<file path="src/rtl/imm_decode_pipe.sv">
// Immediate decoder feeding a 2-entry skid FIFO of {imm_ext, imm_illegal}.
// Latency: 1 cycle from an accepted instruction to out_valid on an empty buffer.
// Backpressure: in_ready = (count < 2) from registered state only; out_ready never reaches in_ready combinationally.
//
// Ports:
//   clk, reset (async, active-high), flush (sync clear of buffered entries)
//   in_valid / in_ready / instr[24:0] (instruction bits 31:7) / imm_src[2:0]   upstream side
//   out_valid / out_ready / imm_ext[XLEN-1:0] / imm_illegal                    downstream side (head entry)
module imm_decode_pipe #(
    parameter int XLEN  = 32,
    parameter int DEPTH = 2
) (
    input  logic            clk,
    input  logic            reset,
    input  logic            flush,
    input  logic            in_valid,
    output logic            in_ready,
    input  logic [24:0]     instr,
    input  logic [2:0]      imm_src,
    output logic            out_valid,
    input  logic            out_ready,
    output logic [XLEN-1:0] imm_ext,
    output logic            imm_illegal
);

    if (!(XLEN == 32 || XLEN == 64)) begin : g_bad_xlen
        $error("imm_decode_pipe: XLEN must be 32 or 64");
    end
    if (DEPTH != 2) begin : g_bad_depth
        $error("imm_decode_pipe: DEPTH must be 2");
    end

    // ------------------------------------------------------------------
    // Immediate decode
    // ------------------------------------------------------------------
    logic [XLEN-1:0] imm_d;
    logic            ill_d;

    always_comb begin
        // Sign-extending formats start from a fill of the sign bit and
        // overwrite the low bits; zero-extending formats start from zero.
        imm_d = {XLEN{instr[24]}};
        ill_d = 1'b0;
        case (imm_src)
            3'b000: imm_d[11:0] = instr[24:13];
            3'b001: imm_d[11:0] = {instr[24:18], instr[4:0]};
            3'b101: imm_d[12:0] = {instr[24], instr[0], instr[23:18], instr[4:1], 1'b0};
            // U: on XLEN=64 the fill above sign-extends from bit 31 (= instr[24]).
            3'b010: imm_d[31:0] = {instr[24:5], 12'b0};
            3'b110: imm_d[20:0] = {instr[24], instr[12:5], instr[13], instr[23:14], 1'b0};
            3'b011: begin
                imm_d      = '0;
                imm_d[4:0] = instr[12:8];
            end
            3'b100: begin
                imm_d = '0;
                if (XLEN == 64) imm_d[5:0] = instr[18:13];
                else            imm_d[4:0] = instr[17:13];
            end
            default: begin
                imm_d = '0;
                ill_d = 1'b1;
            end
        endcase
    end

    // ------------------------------------------------------------------
    // 2-entry FIFO
    // ------------------------------------------------------------------
    logic [XLEN-1:0] imm_mem_q [2];
    logic            ill_mem_q [2];
    logic            wr_ptr_q, wr_ptr_d;
    logic            rd_ptr_q, rd_ptr_d;
    logic [1:0]      count_q, count_d;
    logic            push, pop;

    assign in_ready  = (count_q != 2'd2);
    assign out_valid = (count_q != 2'd0);
    assign push      = in_valid && in_ready;
    assign pop       = out_valid && out_ready;

    always_comb begin
        wr_ptr_d = wr_ptr_q;
        rd_ptr_d = rd_ptr_q;
        count_d  = count_q;
        if (flush) begin
            // Flush wins over a same-cycle push/pop; the pushed entry is dropped.
            wr_ptr_d = 1'b0;
            rd_ptr_d = 1'b0;
            count_d  = 2'd0;
        end else begin
            if (push) wr_ptr_d = wr_ptr_q + 1'b1;
            if (pop)  rd_ptr_d = rd_ptr_q + 1'b1;
            case ({push, pop})
                2'b10:   count_d = count_q + 2'd1;
                2'b01:   count_d = count_q - 2'd1;
                default: count_d = count_q;
            endcase
        end
    end

    always_ff @(posedge clk or posedge reset) begin
        if (reset) begin
            wr_ptr_q <= 1'b0;
            rd_ptr_q <= 1'b0;
            count_q  <= 2'd0;
        end else begin
            wr_ptr_q <= wr_ptr_d;
            rd_ptr_q <= rd_ptr_d;
            count_q  <= count_d;
        end
    end

    // Storage is not reset; the output mux hides it whenever the buffer is empty.
    always_ff @(posedge clk) begin
        if (push && !flush) begin
            imm_mem_q[wr_ptr_q] <= imm_d;
            ill_mem_q[wr_ptr_q] <= ill_d;
        end
    end

    assign imm_ext     = out_valid ? imm_mem_q[rd_ptr_q] : '0;
    assign imm_illegal = out_valid ? ill_mem_q[rd_ptr_q] : 1'b0;

endmodule

</file>
<file path="config.mk">
export PLATFORM = sky130hd
export DESIGN_NAME = imm_decode_pipe
export DESIGN_NICKNAME = d
export VERILOG_FILES = /design/src/rtl/imm_decode_pipe.sv
export SDC_FILE = /design/constraint.sdc
export NUM_CORES = 1
export LEC_CHECK = 0
export ABC_AREA = 1
export BUFFER_PORTS_ARGS = -buffer_cell sky130_fd_sc_hd__buf_2
export CAP_MARGIN = 5
export CORE_UTILIZATION = 43
export CTS_CLUSTER_SIZE = 20
export DETAILED_ROUTE_END_ITERATION = 8
export PLACE_DENSITY = 0.66
export SYNTH_ARGS = -nofsm -noshare
export SYNTH_HDL_FRONTEND = slang
export SYNTH_SLANG_ARGS = --single-unit
</file>
<file path="constraint.sdc">
create_clock -name clk -period 2.8 [get_ports clk]
set_input_delay 0.42 -clock clk [delete_from_list [all_inputs] [get_ports clk]]
set_output_delay 0.42 -clock clk [all_outputs]
set_load 0.005 [all_outputs]
</file>
==> results by group <==
Floorplanning
  • Die ar.: 7580 um2
  • Die height: 87.1 um
  • Top-Level Pins: 68
  • Cell Rows: 30
  • Initial Util: 45.0%
  • Core Region: 6910 um2
  • Die X: 87.1 um

Route
  • Wire per inst: 14.1 um
  • Number of routed nets with antenna violations: 0
  • Drt initial violations: between 150 and 200
  • Vias: 2328
  • Initial DRT Pass Iterations: 5
  • Final wirelength: 6670 um
  • # DRC: 0
  • Vias per Instance: between 4 and 5

Worst setup path
  • Crit end category: output pin
  • Arrival time worst endpoint: 1770 ps
  • Reg2reg setup slack: 1120 ps
  • Crit path required time: around 2400 ps
  • Critical Path Source Type: flop
  • Critical path class: flop to output pin
  • Max Fanout on Critical Path: 22

Synth
  • Synth top area share: a little under two thirds
  • Synthesized Nets: 333
  • Post-synthesis cell area: 3110 um2
  • Post-synth cell types: 21
  • Sequential share of the synthesized area: ~67%
  • Synth area leaders: edfxtp_1, nand2_1, a21oi_1, dfrtp_1, nand3_1
  • Cells after Synth: 300
  • Leading area contributor after synthesis: edfxtp_1
  • Flops & latches, synth: 70
  • Avg Synthesized Cell Area: 10.4 um2
  • Synthesis Warnings: 0

Final layout
  • Most common cell after layout, fill and taps aside: nand2_1
  • Final non-filler cell total: 473
  • Area grow syn2layout: 20.0%
  • Design area: 3730 um2
  • Filler cell count: 648
  • Antenna diodes: 0
  • Commonest cells after routing, fill and taps aside: nand2_1, buf_2, edfxtp_1
  • Layout cell share with drive strength beyond 1: between 20% and 30%
  • Net count, final: between 400 and 500
  • Fin util: between 50 and 60%

Clocking
  • Clk pin slew, worst setup/hold paths: approximately 70 ps
  • Gates resized, CTS repair: 0
  • Clk_lat worst skew: ~330 ps
  • # clock sinks: 70
  • TritonCTS Buffers: 9
  • CTS root buf: clkbuf_8
  • CTS tree: yes
  • CTS Buffer Depth: 2
  • H-tree depth: 3

Job
  • Max Cap Viol: 0

Power and ir drop
  • PwrDens: ~760 nW/um2
  • Psw: 0.938 mW
  • Reg power frac: between 40% and 50%
  • Leak Pwr: ~1.6 nW
  • Clock power share: a little under a quarter
  • Worst vdd ir: 0.387 mV
  • Gate power share: 30.7%
  • Total Power: 2.84 mW
  • Sw Share: 33.1%
  • Int Pwr: 1.90 mW

STA
  • Hold Vio Cnt, Final: 0
  • Hold Slack: 392 ps
  • Maximum clock rate: 0.457 GHz
  • Slew Limit Fails: 0
  • Unrepaired setup endpoints after global routing: no
  • Final WS setup: 614 ps
  • Final setup vio count: 0
  • Post-layout min period: 2190 ps
  • Final worst path period share: 78.1%
  • Least-Margin Pin Slew: 552 ps
  • Fin Setup TNS: 0 ps
  • Clock skew: 7.06 ps
  • Slew HR: 63.1%

Place
  • DP HPWL: between 4000 and 5000 um
  • PortBufs: 67
  • Gp weighted congestion: a little under 0.8
  • Pre-CTS setup slack: 967 ps
  • Dpl cells: between 400 and 500
  • DP Area: 3560 um2

Global routing
  • Largest net degree at the start of global routing: 36
  • Tot GR Track Use: a little under a fifth
  • GRT Residual Overflow: 0
  • Vias in the first global route: 2236
  • First-pass GRT wire length: 10600 um
  • Initial antenna violation count: 0

Status
  • Run status: finished clean

Min path
  • HP Class: input pin to flop
flip-flops by register name, summed over array words and instances, names as in the netlist:
| signal | flops |
|---|---|
| count_q | 2 |
| ill_mem_q | 2 |
| imm_mem_q | 64 |
| rd_ptr_q | 1 |
| wr_ptr_q | 1 |
cell usage after synthesis:
library cell  instances
edfxtp_1             66
dfrtp_1               4
nor2_4                2
inv_2                 3
nand2_4               1
nor2_2                2
clkbuf_1              6
nor3_2                1
a21oi_1              35
buf_6                 1
nor2_1               13
o21ai_1               3
nand2_2               3
o21a_1                1
inv_1                15
o21ai_0               3
buf_2                 6
a21oi_2               1
nand3_1              19
nand2_1             110
o21ai_2               5
cells by family after synthesis:
kind of cell | Yosys count | synth area share (%)
AO/OA/AOI/OAI | 48 | 8.53
AND/OR/NAND/NOR | 151 | 20.3
buffers and inverters | 31 | 4.22
flip-flops | 70 | 66.9
timing repair:
item | in CTS | in global routing
hold buffers | 1 | 0
setup buffers | 0 | 0
hold endpoints to repair | 4 | 0
per-layer routing:
metal  wire, um  track usage, %  vias up  share of wire (%)
met2       3240            32.3       69                 49
li1           -               -     1161                  -
met5          0               0        -                  0
met3        319            3.41       10                4.8
met4        108            7.73        0                1.6
met1       3000            23.6     1088                 45
power by group through the flow:
stage               Combinational [mW]  Sequential, mW  Clock, mW
detailed placement               0.876            1.33          0
floorplan                        0.498            1.33          0
CTS                              0.880            1.31      0.666
finish                           0.872            1.31      0.655
global placement                 0.862            1.33          0
global route                     0.976            1.32      0.718
final timing paths:
check / endpoint / startpoint / cells after the start
setup reg to reg: imm_mem_q[1][17] / count_q[0] / 5
min in group asynchronous: rd_ptr_q / reset / 3
max in group asynchronous: count_q[1] / reset / 3
setup / recovery: imm_ext[3] / count_q[0] / 4
hold / removal: imm_mem_q[1][13] / instr[6] / 3
hold reg to reg: wr_ptr_q / wr_ptr_q / 1
layout make-up:
| class | instances | area [um2] | share of cell area [%] |
|---|---|---|---|
| Inverter | 18 | 67.6 | 1.81 |
| Clock buffer | 11 | 131 | 3.52 |
| Clock inverter | 5 | 26.3 | 0.704 |
| Multi-Input combinational cell | 199 | 902 | 24.2 |
| Sequential cell | 70 | 2080 | 55.8 |
| Tap cell | 96 | 120 | 3.22 |
| Timing Repair Buffer | 74 | 403 | 10.8 |
worst max-delay path, cell delays in order, from the launching register on:
cell     delay (ps)
dfrtp_1         430
nor2_4          480
buf_4           320
a21oi_1          70
buf_2           130
Power figures use the tool's default switching activity.
